--- src/rtl/ps2_kbd_ascii.sv ---
// PS/2 keyboard front-end: deserialises set-2 scan codes, tracks shift/caps,
// queues ASCII in a FIFO and presents the head with a level interrupt.
// Ports: clk50M/rst (async active-low), ps2_clk/ps2_data (async keyboard
// lines), kbd_int/kbd_data (pending flag and head char, 0x00 when empty),
// kbd_int_ack (rising edge pops), kbd_overflow (sticky dropped-char flag).
module ps2_kbd_ascii #(
    parameter int FIFO_DEPTH     = 4,
    parameter int TIMEOUT_CYCLES = 50000
) (
    input  logic       clk50M,
    input  logic       rst,
    input  logic       ps2_clk,
    input  logic       ps2_data,
    output logic       kbd_int,
    output logic [7:0] kbd_data,
    input  logic       kbd_int_ack,
    output logic       kbd_overflow
);

    localparam int AW = $clog2(FIFO_DEPTH);
    localparam int CW = AW + 1;
    localparam int TW = $clog2(TIMEOUT_CYCLES + 1);
    localparam logic [CW-1:0] FULL = CW'(FIFO_DEPTH);
    localparam logic [TW-1:0] TMAX = TW'(TIMEOUT_CYCLES - 1);

    typedef enum logic [1:0] {
        RX_IDLE,
        RX_DATA,
        RX_PARITY,
        RX_STOP
    } rx_state_t;

    // Returns {hit, ascii}; up selects uppercase letters, shf the digit row.
    function automatic logic [8:0] map_code(
        input logic [7:0] code,
        input logic       shf,
        input logic       up
    );
        logic [7:0] ch;
        logic       hit;
        logic       alpha;
        ch    = 8'h00;
        hit   = 1'b1;
        alpha = 1'b0;
        case (code)
            8'h1C: begin ch = "a"; alpha = 1'b1; end
            8'h32: begin ch = "b"; alpha = 1'b1; end
            8'h21: begin ch = "c"; alpha = 1'b1; end
            8'h23: begin ch = "d"; alpha = 1'b1; end
            8'h24: begin ch = "e"; alpha = 1'b1; end
            8'h2B: begin ch = "f"; alpha = 1'b1; end
            8'h34: begin ch = "g"; alpha = 1'b1; end
            8'h33: begin ch = "h"; alpha = 1'b1; end
            8'h43: begin ch = "i"; alpha = 1'b1; end
            8'h3B: begin ch = "j"; alpha = 1'b1; end
            8'h42: begin ch = "k"; alpha = 1'b1; end
            8'h4B: begin ch = "l"; alpha = 1'b1; end
            8'h3A: begin ch = "m"; alpha = 1'b1; end
            8'h31: begin ch = "n"; alpha = 1'b1; end
            8'h44: begin ch = "o"; alpha = 1'b1; end
            8'h4D: begin ch = "p"; alpha = 1'b1; end
            8'h15: begin ch = "q"; alpha = 1'b1; end
            8'h2D: begin ch = "r"; alpha = 1'b1; end
            8'h1B: begin ch = "s"; alpha = 1'b1; end
            8'h2C: begin ch = "t"; alpha = 1'b1; end
            8'h3C: begin ch = "u"; alpha = 1'b1; end
            8'h2A: begin ch = "v"; alpha = 1'b1; end
            8'h1D: begin ch = "w"; alpha = 1'b1; end
            8'h22: begin ch = "x"; alpha = 1'b1; end
            8'h35: begin ch = "y"; alpha = 1'b1; end
            8'h1A: begin ch = "z"; alpha = 1'b1; end
            8'h45: ch = shf ? ")" : "0";
            8'h16: ch = shf ? "!" : "1";
            8'h1E: ch = shf ? "@" : "2";
            8'h26: ch = shf ? "#" : "3";
            8'h25: ch = shf ? "$" : "4";
            8'h2E: ch = shf ? "%" : "5";
            8'h36: ch = shf ? "^" : "6";
            8'h3D: ch = shf ? "&" : "7";
            8'h3E: ch = shf ? "*" : "8";
            8'h46: ch = shf ? "(" : "9";
            8'h29: ch = 8'h20;
            8'h5A: ch = 8'h0D;
            8'h66: ch = 8'h08;
            8'h0D: ch = 8'h09;
            8'h76: ch = 8'h1B;
            default: hit = 1'b0;
        endcase
        if (alpha && up) ch = ch - 8'h20;
        return {hit, ch};
    endfunction

    // Synchroniser and ps2_clk glitch filter
    logic [1:0] clk_sy;
    logic [1:0] dat_sy;
    logic [7:0] flt;
    logic       clk_f;
    logic       fall;

    always_ff @(posedge clk50M or negedge rst) begin
        if (!rst) begin
            clk_sy <= 2'b11;
            dat_sy <= 2'b11;
            flt    <= 8'hFF;
            clk_f  <= 1'b1;
        end else begin
            clk_sy <= {clk_sy[0], ps2_clk};
            dat_sy <= {dat_sy[0], ps2_data};
            flt    <= {flt[6:0], clk_sy[1]};
            if (&flt)
                clk_f <= 1'b1;
            else if (~|flt)
                clk_f <= 1'b0;
        end
    end

    // Filtered level about to go 1->0 on this edge
    assign fall = clk_f & ~|flt;

    // Frame receiver
    rx_state_t       rx_st;
    logic [2:0]      bit_cnt;
    logic [7:0]      rx_sr;
    logic            rx_par;
    logic [TW-1:0]   tcnt;
    logic            byte_valid;
    logic [7:0]      rx_byte;

    always_ff @(posedge clk50M or negedge rst) begin
        if (!rst) begin
            rx_st      <= RX_IDLE;
            bit_cnt    <= '0;
            rx_sr      <= '0;
            rx_par     <= 1'b0;
            tcnt       <= '0;
            byte_valid <= 1'b0;
            rx_byte    <= '0;
        end else begin
            byte_valid <= 1'b0;
            if (fall) begin
                tcnt <= '0;
                case (rx_st)
                    RX_IDLE: begin
                        if (!dat_sy[1]) begin
                            rx_st   <= RX_DATA;
                            bit_cnt <= '0;
                        end
                    end
                    RX_DATA: begin
                        rx_sr   <= {dat_sy[1], rx_sr[7:1]};
                        bit_cnt <= bit_cnt + 3'd1;
                        if (bit_cnt == 3'd7)
                            rx_st <= RX_PARITY;
                    end
                    RX_PARITY: begin
                        rx_par <= dat_sy[1];
                        rx_st  <= RX_STOP;
                    end
                    default: begin
                        if (dat_sy[1] && (^{rx_sr, rx_par})) begin
                            byte_valid <= 1'b1;
                            rx_byte    <= rx_sr;
                        end
                        rx_st <= RX_IDLE;
                    end
                endcase
            end else if (rx_st != RX_IDLE) begin
                if (tcnt == TMAX) begin
                    rx_st <= RX_IDLE;
                    tcnt  <= '0;
                end else begin
                    tcnt <= tcnt + 1'b1;
                end
            end else begin
                tcnt <= '0;
            end
        end
    end

    // Scan-code decoder
    logic       brk;
    logic       ext;
    logic       shift_q;
    logic       caps;
    logic       dec_valid;
    logic [7:0] dec_char;
    logic [8:0] map;

    assign map = map_code(rx_byte, shift_q, shift_q ^ caps);

    always_ff @(posedge clk50M or negedge rst) begin
        if (!rst) begin
            brk       <= 1'b0;
            ext       <= 1'b0;
            shift_q   <= 1'b0;
            caps      <= 1'b0;
            dec_valid <= 1'b0;
            dec_char  <= '0;
        end else begin
            dec_valid <= 1'b0;
            if (byte_valid) begin
                if (rx_byte == 8'hF0) begin
                    brk <= 1'b1;
                end else if (rx_byte == 8'hE0) begin
                    ext <= 1'b1;
                end else begin
                    brk <= 1'b0;
                    ext <= 1'b0;
                    if (!ext) begin
                        if (rx_byte == 8'h12 || rx_byte == 8'h59) begin
                            shift_q <= !brk;
                        end else if (rx_byte == 8'h58) begin
                            if (!brk) caps <= !caps;
                        end else if (!brk && map[8]) begin
                            dec_valid <= 1'b1;
                            dec_char  <= map[7:0];
                        end
                    end
                end
            end
        end
    end

    // Character FIFO and acknowledge handling
    logic [7:0]    mem [FIFO_DEPTH];
    logic [AW-1:0] wp;
    logic [AW-1:0] rp;
    logic [AW-1:0] rp_nx;
    logic [CW-1:0] cnt;
    logic [CW-1:0] cnt_nx;
    logic [CW-1:0] left;
    logic          ack_d;
    logic          full;
    logic          wr;
    logic          pop;
    logic [7:0]    head_nx;

    assign full = (cnt == FULL);
    assign wr   = dec_valid & ~full;
    assign pop  = kbd_int_ack & ~ack_d & (cnt != '0);
    assign left = cnt - CW'(pop);

    // Outputs are registered from next-state so they track the FIFO
    // on the same edge that writes or pops it.
    always_comb begin
        cnt_nx  = cnt;
        rp_nx   = pop ? rp + 1'b1 : rp;
        head_nx = 8'h00;
        if (wr && !pop)
            cnt_nx = cnt + 1'b1;
        else if (pop && !wr)
            cnt_nx = cnt - 1'b1;
        if (cnt_nx != '0) begin
            if (wr && left == '0)
                head_nx = dec_char;
            else
                head_nx = mem[rp_nx];
        end
    end

    always_ff @(posedge clk50M) begin
        if (wr) mem[wp] <= dec_char;
    end

    always_ff @(posedge clk50M or negedge rst) begin
        if (!rst) begin
            wp           <= '0;
            rp           <= '0;
            cnt          <= '0;
            ack_d        <= 1'b0;
            kbd_int      <= 1'b0;
            kbd_data     <= 8'h00;
            kbd_overflow <= 1'b0;
        end else begin
            ack_d    <= kbd_int_ack;
            rp       <= rp_nx;
            cnt      <= cnt_nx;
            kbd_int  <= (cnt_nx != '0);
            kbd_data <= head_nx;
            if (wr) wp <= wp + 1'b1;
            if (dec_valid && full) kbd_overflow <= 1'b1;
        end
    end

endmodule

--- config.mk ---
export PLATFORM = sky130hd
export DESIGN_NAME = ps2_kbd_ascii
export DESIGN_NICKNAME = d
export VERILOG_FILES = /design/src/rtl/ps2_kbd_ascii.sv
export SDC_FILE = /design/constraint.sdc
export NUM_CORES = 1
export LEC_CHECK = 0
export CAP_MARGIN = 20
export CORE_UTILIZATION = 58
export DETAILED_ROUTE_END_ITERATION = 16
export DONT_BUFFER_PORTS = 1
export PLACE_DENSITY_LB_ADDON = 0.3
export SKIP_LAST_GASP = 1
export SLEW_MARGIN = 20
export SYNTH_ARGS = -nofsm -noshare
export SYNTH_HDL_FRONTEND = slang
export SYNTH_SLANG_ARGS = --single-unit
export TNS_END_PERCENT = 30
--- constraint.sdc ---
create_clock -name clk50M -period 2.3 [get_ports clk50M]
set_input_delay 0.345 -clock clk50M [delete_from_list [all_inputs] [get_ports clk50M]]
set_output_delay 0.345 -clock clk50M [all_outputs]
set_load 0.005 [all_outputs]
==> flow_metrics.tcl, run 1 <==
set metrics [dict create \
    max-cap-violations 0 \
    slew_headroom_pct 65.1 \
    cts_root_buf "clkbuf_8" \
    ys_warn_count 0 \
    nFillCells 644 \
    num_antenna_cells 0 \
    rsz0062_at_grt "true" \
    grt_usage_pct 29.5 \
    synth_compound_area_share_pct 11.0 \
    setup.worst_path.class "reg2reg" \
    holdCritPathClass "reg2reg" \
    synthesis.area_sq_um 6130 \
    grt_pass1_vias 4841 \
    synthMuxAreaShare_pct 7.79 \
    fmax_ghz 0.412 \
    fp.coreArea_sq_um 10300 \
    worstPathMaxFanout 5 \
    synthAdderAreaFrac_pct 3.59 \
    crit_slowest_cell "mux4_2" \
    fp-row-count 37 \
    clk_path_buf_depth 2 \
    initial_core_util_pct 59.7 \
    synth_edf_count 32 \
    fin_skew_ns 0.0140 \
    drive_gt1_share_pct 30.8 \
    vias 4838 \
    antenna_found_initial 0 \
    wl_per_cell_microns 20.0 \
    ant_nets 0 \
    numCtsBuffers 17 \
    synthSimpleGateAreaFrac_pct 19.0 \
    synthFlopType "dfrtp_1" \
    grt_max_degree 84 \
    clock_sinks 115 \
    via_per_inst 6.06 \
    vdd_drop_max_mv 0.599 \
    synth_xor_area_share_pct 5.16 \
    hold_slack_ns 0.357 \
    syn_area_per_cell_sq_um 11.1 \
    grt_pass1_wl_mm 24.8 \
    async_flop_share_pct 72.2 \
    ys_seq_area_share_pct 49.8 \
    hold_viol 0 \
    arrival_ns 2.83 \
    drv_slew 0 \
    path_common_cell "buf_12" \
    setup-violations-final 15 \
    fin_util_pct 75.1 \
    synth_top_family_by_area "simple AND/OR/NAND/NOR gates" \
    crit_path_end_kind "register" \
    synth_cell_type_count 80 \
    min_period_over_period_pct 106 \
    chipHeight_microns 105 \
    num_io_pins 15 \
    dpl.hpwl_mm 10.1 \
    port_buffers 0 \
    syn_nets 575 \
    die_w_microns 105 \
    clk_pin_slew_ns 0.06 \
    path_cells "inv_2, ha_4, nor2b_4, or3_4, clkinv_4, buf_12, xnor2_4, buf_12, mux4_2, a21oi_1, nor2_1" \
    drt-total-wl_mm 16.0 \
    worstMarginPinSlew_ns 0.523 \
    required_ns 2.70 \
    gp_congestion 0.954 \
    areaGrowthSynthToFinish_pct 25.9 \
    dr.pass1.iters 5 \
    violations "negative setup slack" \
    leakage_nw 3.16 \
    crit_path_start_kind "register" \
    ys_ff_latch 115 \
    multi_input_area_sq_um 2960 \
    cts_tree "done" \
    powerDensity_nw_per_um2 744 \
    nNetsFinal 670 \
    status "complete, but fails checks" \
    drc 0 \
    drt-initial-drc-count 395 \
    grt_remaining_overflow 0 \
    seq_area_sq_um 3060 \
    worstSkewPairLatency_ns 0.52 \
    setup_slack_ns -0.130 \
    dieArea_sq_um 11000 \
    syn_inst 554 \
    htreeDepth 4 \
    layout_min_cycle_time_ns 2.43 \
    slowest_delay_ns 0.53 \
]
-- report_power, final --
group | switching, mW | internal, mW
clock network | 0.936 | 1.50
logic | 0.490 | 0.512
registers | 0.0902 | 2.21
total | 1.52 | 4.23
-- flip-flops by register name, indices dropped and copies added, names as in the netlist, 2 cells and up --
name      count
rx_st         2
mem          32
clk_sy        2
rp            2
flt           8
kbd_data      8
dec_char      8
rx_byte       8
wp            2
dat_sy        2
cnt           3
bit_cnt       3
rx_sr         8
tcnt         16
-- metal layers --
metal  part of all wire (%)  GRT usage (%)  up-vias
met2                     49           48.5      207
met5                      0              0        -
met3                    6.1           6.67       57
met1                     41           37.6     2364
li1                       -              -     2210
met4                    3.8           12.6        0
-- path summary, 6_finish.rpt --
kind,from,endpoint,slack (ns),depth (start not counted)
worst min register to register,clk_sy[0],clk_sy[1],0.36,0
max in group asynchronous,rst,flt[2],1.55,2
worst min-delay path,clk_sy[0],clk_sy[1],0.36,0
worst max-delay path,cnt[1],kbd_data[7],-0.13,11
min in group asynchronous,rst,tcnt[1],0.40,2
worst max register to register,cnt[1],kbd_data[7],-0.13,11
-- worst max-delay path, delay by kind of cell (launching register included) --
kind	cells	cell delay, ns
and+or+nand+nor	3	0.55
muxes	1	0.53
buffers and inverters	4	0.43
DFF	1	0.37
adders and majority gates	1	0.15
AOI/OAI and AO/OA	1	0.15
xor gates and xnor gates	1	0.13
-- per-stage QoR --
| step | area [sq um] | std cells | total power [mW] | TNS [ns] | setup WS, ns |
|---|---|---|---|---|---|
| floorplan | 6160 | 554 | 2.76 | 0 | 0.0183 |
| global placement | 6840 | 743 | 3.00 | -0.160 | -0.0614 |
| detailed placement | 6840 | 743 | 3.04 | -0.651 | -0.109 |
| CTS | 7560 | 788 | 5.56 | -0.216 | -0.0522 |
| global route | 7720 | 798 | 5.92 | -2.44 | -0.206 |
| finish | 7720 | 798 | 5.74 | -1.19 | -0.130 |
-- cells in the final DEF (no fill, tap or decap), types with 4 or more instances in the layout --
cell,n
and2_1,7
inv_2,4
nor4bb_1,5
nor2b_1,12
nand2_1,59
nor3_1,4
edfxtp_1,32
nor2_1,48
nand4b_1,4
buf_12,4
nand4_1,10
mux2_2,10
nand3_1,11
o21ai_0,19
xor2_1,12
buf_4,92
mux4_2,8
and3_1,7
clkinv_2,5
dfstp_2,13
mux2_4,5
dfrtp_1,64
ha_1,14
xnor2_1,21
dfrtp_2,6
inv_1,16
clkbuf_16,18
nand2b_1,11
a32oi_1,5
o22ai_1,4
dlygate4sd3_1,4
a22oi_1,4
nor4_1,4
mux2i_1,11
a21oi_1,16
buf_6,4
-- timing repair --
action,in CTS,in global routing
hold buffers,5,0
resized for setup,10,13
pin swaps,6,12
setup buffers,7,9
setup endpoints to repair,16,17
endpoints found under the hold margin,86,0
cloned,1,1
-- Yosys cell counts (3+ instances only) --
| cell type | n | area (sq um) |
|---|---|---|
| xor2_1 | 12 | 105 |
| mux2i_1 | 11 | 110 |
| o22ai_1 | 4 | 25.0 |
| nand4b_1 | 4 | 35.0 |
| and3_1 | 7 | 43.8 |
| dfrtp_1 | 70 | 1750 |
| nor4_1 | 4 | 25.0 |
| edfxtp_1 | 32 | 961 |
| nor4bb_1 | 5 | 50.1 |
| dfstp_2 | 13 | 342 |
| mux4_2 | 8 | 180 |
| a31oi_1 | 3 | 18.8 |
| xnor2_1 | 21 | 184 |
| nand2_1 | 59 | 221 |
| nand4_1 | 10 | 62.6 |
| nor3_1 | 4 | 20.0 |
| a32oi_1 | 5 | 43.8 |
| buf_2 | 10 | 50.1 |
| mux2_2 | 10 | 113 |
| a21oi_1 | 17 | 85.1 |
| mux2_4 | 5 | 75.1 |
| inv_2 | 3 | 11.3 |
| or3_1 | 3 | 18.8 |
| nor2_1 | 49 | 184 |
| clkbuf_1 | 18 | 67.6 |
| and2_1 | 7 | 43.8 |
| ha_1 | 16 | 200 |
| o21ai_0 | 19 | 95.1 |
| a32o_1 | 3 | 30.0 |
| a22oi_1 | 4 | 30.0 |
| nand3_1 | 11 | 55.1 |
| nand2b_1 | 11 | 68.8 |
| nor4b_1 | 4 | 35.0 |
| nor3b_1 | 4 | 30.0 |
| nor2b_1 | 13 | 81.3 |
| inv_1 | 18 | 67.6 |
-- cell families (layout without fill, tap and decap cells) --
kind of cell	Yosys count	in the layout
AND/OR/NAND/NOR	212	212
multiplexers	34	34
buffers and inverters	52	159
adder cells (fa/ha/maj)	18	18
AO/OA/AOI/OAI	89	89
XOR/XNOR	34	35
flip-flops	115	115
-- cell type report --
type                       instances  area share, %
timing repair buffer             106           11.5
inverter                          21           1.09
multi-input combinational        388           38.4
tap                              136           2.20
clock inverter                     8          0.632
clock buffer                      24           6.52
sequential                       115           39.7
Note: power is estimated with default switching activity, not from simulation.
==> inputs of run 2 (changes only) <==
--- a/config.mk
+++ b/config.mk
@@ -5,6 +5,7 @@
 export SDC_FILE = /design/constraint.sdc
 export NUM_CORES = 1
 export LEC_CHECK = 0
+export ABC_AREA = 1
 export CAP_MARGIN = 20
 export CORE_UTILIZATION = 58
 export DETAILED_ROUTE_END_ITERATION = 16
==> run 2 against run 1 <==
The run now ends clean. Setup slack better by 0.20 ns. Total power up 0.40%. Sequential share of layout area rose by 4.5 points.
==> flow_metrics.tcl, run 2 <==
set metrics [dict create \
    initial_core_util_pct 60.5 \
    dieArea_sq_um 10800 \
    leakage_nw 3.19 \
    drive_gt1_share_pct 18.8 \
    min_period_over_period_pct 96.8 \
    grt_pass1_wl_mm 21.5 \
    synth_xor_area_share_pct 2.44 \
    antenna_found_initial 0 \
    cts_tree "done" \
    layout_commonest_cell "nand2_1" \
    port_buffers 0 \
    grt_remaining_overflow 0 \
    vias 4707 \
    crit_path_end_kind "register" \
    worstSkewPairLatency_ns 0.52 \
    num_io_pins 15 \
    layout_min_cycle_time_ns 2.23 \
    syn_inst 694 \
    vdd_drop_max_mv 0.840 \
    nNetsFinal 741 \
    wl_per_cell_microns 14.9 \
    htreeDepth 4 \
    dpl.hpwl_mm 8.33 \
    drt-initial-drc-count 293 \
    numCtsBuffers 17 \
    post-place-ws_ns 0.107 \
    synth.most_common_cell "nand2_1" \
    max-cap-violations 0 \
    fin_skew_ns 0.00586 \
    fmax_ghz 0.449 \
    status "complete, no violations" \
    synthFlopType "dfrtp_1" \
    synthAdderAreaFrac_pct 3.34 \
    fp-row-count 36 \
    synth_top_family_by_area "simple AND/OR/NAND/NOR gates" \
    ys_seq_area_share_pct 50.9 \
    setup_slack_ns 0.0734 \
    yosys-top-cells-area "dfrtp_1, edfxtp_1, nand2_1" \
    yosysTopAreaCellShare_pct 29.2 \
    arrival_ns 2.63 \
    clock_sinks 115 \
    chipHeight_microns 104 \
    dr.pass1.iters 4 \
    slew_headroom_pct 63.1 \
    synthMuxAreaShare_pct 0 \
    synth_common_cells "nand2_1, inv_1, dfrtp_1" \
    num_antenna_cells 0 \
    synth_cell_type_count 40 \
    async_flop_share_pct 72.2 \
    setup-violations-final 0 \
    rsz0062_at_grt "true" \
    areaGrowthSynthToFinish_pct 15.3 \
    hold_viol 0 \
    cts_root_buf "clkbuf_8" \
    syn_area_per_cell_sq_um 8.64 \
    drv_slew 0 \
    syn_nets 715 \
    ys_ff_latch 115 \
    synthSimpleGateAreaFrac_pct 28.5 \
    yosys.area.top_type "dfrtp_1" \
    ant_nets 0 \
    worstMarginPinSlew_ns 0.549 \
    via_per_inst 5.44 \
    grt_max_degree 84 \
    reg_top3 "mem: 32 flops, tcnt: 16 flops" \
    crit_path_start_kind "register" \
    ys_warn_count 0 \
    required_ns 2.70 \
    grt_usage_pct 25.4 \
    drt-total-wl_mm 12.9 \
    die_w_microns 104 \
    synth_edf_count 32 \
    layout_common_cells "nand2_1, inv_1, dfrtp_1" \
    powerDensity_nw_per_um2 833 \
    setup.worst_path.class "reg2reg" \
    synth_compound_area_share_pct 7.92 \
    holdCritPathClass "in2reg" \
    clk_path_buf_depth 2 \
    drc 0 \
    clk_pin_slew_ns 0.06 \
    synthesis.area_sq_um 6000 \
    grt_pass1_vias 4640 \
    largest_reg_flops 32 \
    tns_ns 0 \
    regMostFlops "mem" \
    worstPathMaxFanout 16 \
    gp_congestion 0.877 \
    fp.coreArea_sq_um 9910 \
]
run 2: cell type report:
class / instances / area, sq um
fillers: 731 / 2990
clock inverters: 15 / 174
well taps: 133 / 166
multi-input cells: 476 / 2590
flip-flops and latches: 115 / 3050
inverters: 94 / 353
clock buffers: 17 / 414
repair buffers: 16 / 166
run 2: layer usage:
layer | up-vias | global-route usage, % | wire, microns
met2 | 138 | 44.3 | 6490
met5 | - | 0 | 0
met3 | 25 | 4.41 | 567
met1 | 2242 | 31.6 | 5570
li1 | 2302 | - | -
met4 | 0 | 9.29 | 264
run 2: logic make-up (layout without fill, tap and decap cells):
kind of cell    after synthesis  after routing
compound gates               85             85
xor+xnor                     15             15
fa+ha+maj                    16             16
buf+inv                     103            142
flops                       115            115
simple gates                360            360
run 2: through the flow:
step                total power [mW]  util [%]  hold slack (ns)  cells  area (sq um)
finish                          5.76      69.8            0.335    866          6920
global route                    6.00      69.8            0.360    866          6920
CTS                             5.68      69.0            0.340    864          6840
detailed placement              3.03      62.4           0.0514    827          6180
global placement                2.99      62.4           0.0510    827          6180
floorplan                       2.86         -           0.0494    694          6000
run 2: critical path, stage by stage (launching register included):
cell	delay, ns
dfrtp_1	0.39
inv_1	0.17
ha_4	0.20
inv_1	0.08
o21ai_4	0.22
inv_2	0.09
ha_1	0.20
xnor2_1	0.18
nand4_1	0.13
buf_6	0.18
o21ai_0	0.21
nor2_1	0.07
run 2: power by group:
part / switching (mW) / total, mW / leakage, nW / internal, mW
Combinational: 0.516 / 0.820 / 1.61 / 0.304
Clock: 1.02 / 2.60 / 0.288 / 1.58
Sequential: 0.113 / 2.35 / 1.29 / 2.24
run 2: repair_timing:
action	CTS	global route
setup buffers	0	2
hold endpoints to repair	86	0
resized for setup	0	13
endpoints found under the setup margin	0	9
hold buffers	5	0
run 2: final timing paths:
check	endpoint	cells past startpoint	from	slack [ns]
max reg2reg	kbd_data[4]	11	cnt[1]	0.07
min reg2reg	dat_sy[1]	0	dat_sy[0]	0.36
max in group asynchronous	clk_sy[0]	2	rst	1.55
min in group asynchronous	tcnt[10]	2	rst	0.39
max	kbd_data[4]	11	cnt[1]	0.07
min	cnt[2]	6	kbd_int_ack	0.33
==> inputs of run 3 (changes only) <==
==> constraint.sdc (replaced) <==
create_clock -name clk50M -period 1.99 [get_ports clk50M]
set_input_delay 0.2985 -clock clk50M [delete_from_list [all_inputs] [get_ports clk50M]]
set_output_delay 0.2985 -clock clk50M [all_outputs]
set_load 0.005 [all_outputs]
==> run 3 against run 2 <==
The run now ends with negative hold slack, negative setup slack left. Largest cell class unchanged. Core utilization rose by 6.8 points. First-iteration DRC count rose by 13%. Critical endpoint unchanged. Global-route usage rose by 2.1 points.
==> flow_metrics.tcl, run 3 (synthesized netlist as in run 2, its figures left out) <==
set metrics [dict create \
    status "complete, but fails checks" \
    violations "negative hold slack, negative setup slack" \
    areaGrowthSynthToFinish_pct 26.5 \
    setup_slack_ns -0.0474 \
    r2r_cells 11 \
    fin_util_pct 76.6 \
    grt_pass1_vias 4990 \
    via_per_inst 5.53 \
    drt-initial-drc-count 332 \
    placed_cell_area_sq_um 6430 \
    post-place-ws_ns -0.0601 \
    nFillCells 617 \
    port_buffers 0 \
    reg2reg_to "kbd_data[4]" \
    numCtsBuffers 17 \
    power_frac_seq_pct 39.6 \
    largest_reg_flops 32 \
    die_w_microns 104 \
    antenna_found_initial 0 \
    switchingPower_mw 1.82 \
    layout_commonest_cell "nand2_1" \
    drt-total-wl_mm 14.8 \
    fmax_ghz 0.491 \
    num_io_pins 15 \
    rrSetupSlack_ns -0.05 \
    grt_remaining_overflow 0 \
    fin_cells 916 \
    initial_core_util_pct 60.5 \
    netSwitchingFraction_pct 26.7 \
    dpl.hpwl_mm 8.84 \
    worstMarginPinSlew_ns 0.507 \
    grt_pass1_wl_mm 23.2 \
    dr.pass1.iters 5 \
    dp_cells 857 \
    hold_viol 83 \
    design_area_sq_um 7590 \
    ant_nets 0 \
    worstPathMaxFanout 8 \
    setup.worst_path.class "reg2reg" \
    clk_pin_slew_ns 0.06 \
    min_period_over_period_pct 102 \
    htreeDepth 4 \
    fp.coreArea_sq_um 9910 \
    crit_path_start_kind "register" \
    holdCritPathClass "in2async" \
    worst_r2r_startpoint "cnt[1]" \
    fp-row-count 36 \
    drc 0 \
    grt_max_degree 84 \
    max-cap-violations 0 \
    vias 5062 \
    powerDensity_nw_per_um2 901 \
    clkPwrFrac_pct 43.0 \
    internal_power_mw 5.01 \
    leakage_nw 3.49 \
    combPwrFrac_pct 17.4 \
    chipHeight_microns 104 \
    layout_min_cycle_time_ns 2.04 \
    setup-violations-final 8 \
    arrival_ns 2.43 \
    fin_skew_ns 0.00990 \
    num_antenna_cells 0 \
    rsz0062_at_grt "true" \
    gp_congestion 0.902 \
    clk_path_buf_depth 2 \
    cts_tree "done" \
    hold_slack_ns -0.524 \
    worstSkewPairLatency_ns 0.51 \
    regMostFlops "mem" \
    power.total_mw 6.84 \
    dieArea_sq_um 10800 \
    vdd_drop_max_mv 0.882 \
    slew_headroom_pct 65.9 \
    reg_top3 "mem: 32 flops, tcnt: 16 flops" \
    crit_path_end_kind "register" \
    grt_usage_pct 27.4 \
    tns_ns -0.258 \
    wl_per_cell_microns 16.2 \
    clock_sinks 115 \
    drive_gt1_share_pct 31.3 \
    layout_common_cells "nand2_1, inv_1, dfrtp_1" \
    required_ns 2.38 \
    drv_slew 0 \
    nNetsFinal 791 \
    holdBufCountCts 3 \
    cts_root_buf "clkbuf_8" \
]
[run 3: changes by cell type in the layout (fill, tap and decap cells not counted), sizes merged]
cell / change
clkbuf: +8
inv: -6
dlygate4sd3: -1
buf: +49
clkinv: -1
nor2: +1
[run 3: final cells by class]
class | count | area (sq um) | share of cell area, %
multi-input combinational | 477 | 2840 | 37.4
inverter | 94 | 358 | 4.71
tap | 133 | 166 | 2.19
sequential | 115 | 3060 | 40.3
clock buffer | 24 | 482 | 6.35
timing repair buffer | 65 | 591 | 7.78
clock inverter | 8 | 97.6 | 1.29
[run 3: worst max-delay path, stage by stage (launching register included)]
cell and delay (ns):
dfrtp_1 0.40, inv_2 0.11, ha_4 0.17, inv_2 0.04, o21ai_2 0.15, inv_2 0.09
ha_4 0.17, xnor2_2 0.14, nand4_1 0.17, buf_6 0.19, o21ai_0 0.21, nor2_1 0.07
[run 3: power by group through the flow]
| stage | sequential (mW) | combinational, mW | clock, mW |
|---|---|---|---|
| 2_1_floorplan | 2.72 | 0.613 | 0 |
| 3_3_place_gp | 2.73 | 0.798 | 0 |
| 3_5_place_dp | 2.74 | 0.844 | 0 |
| 4_1_cts | 2.70 | 0.932 | 2.97 |
| 5_1_grt | 2.72 | 1.28 | 3.08 |
| 6_report | 2.70 | 1.19 | 2.94 |
[run 3: what timing repair did]
action | in CTS | in global routing
buffers inserted | 6 | 16
pin swaps | 13 | 33
resized for setup | 28 | 70
gates cloned | 1 | 2
endpoints found under the setup margin | 8 | 31
endpoints found under the hold margin | 86 | 83
[run 3: how the worst max path moves through the flow]
stage          startpoint          end  slack (ns)  cells after the start
6_report           cnt[1]  kbd_data[4]       -0.05                     11
5_1_grt        rx_byte[6]  dec_char[6]       -0.15                     17
4_1_cts        rx_byte[6]  dec_char[6]       -0.04                     16
3_5_place_dp   rx_byte[3]  dec_char[6]       -0.06                     16
3_3_place_gp   rx_byte[4]  dec_char[6]       -0.02                     16
2_1_floorplan      cnt[1]  kbd_data[1]      0.0005                     11
[run 3: routing by layer]
layer | track usage [%] | part of all wire, %
met1 | 33.7 | 40
met2 | 47.3 | 53
met3 | 5.92 | 5.0
met4 | 10.6 | 2.0
met5 | 0 | 0
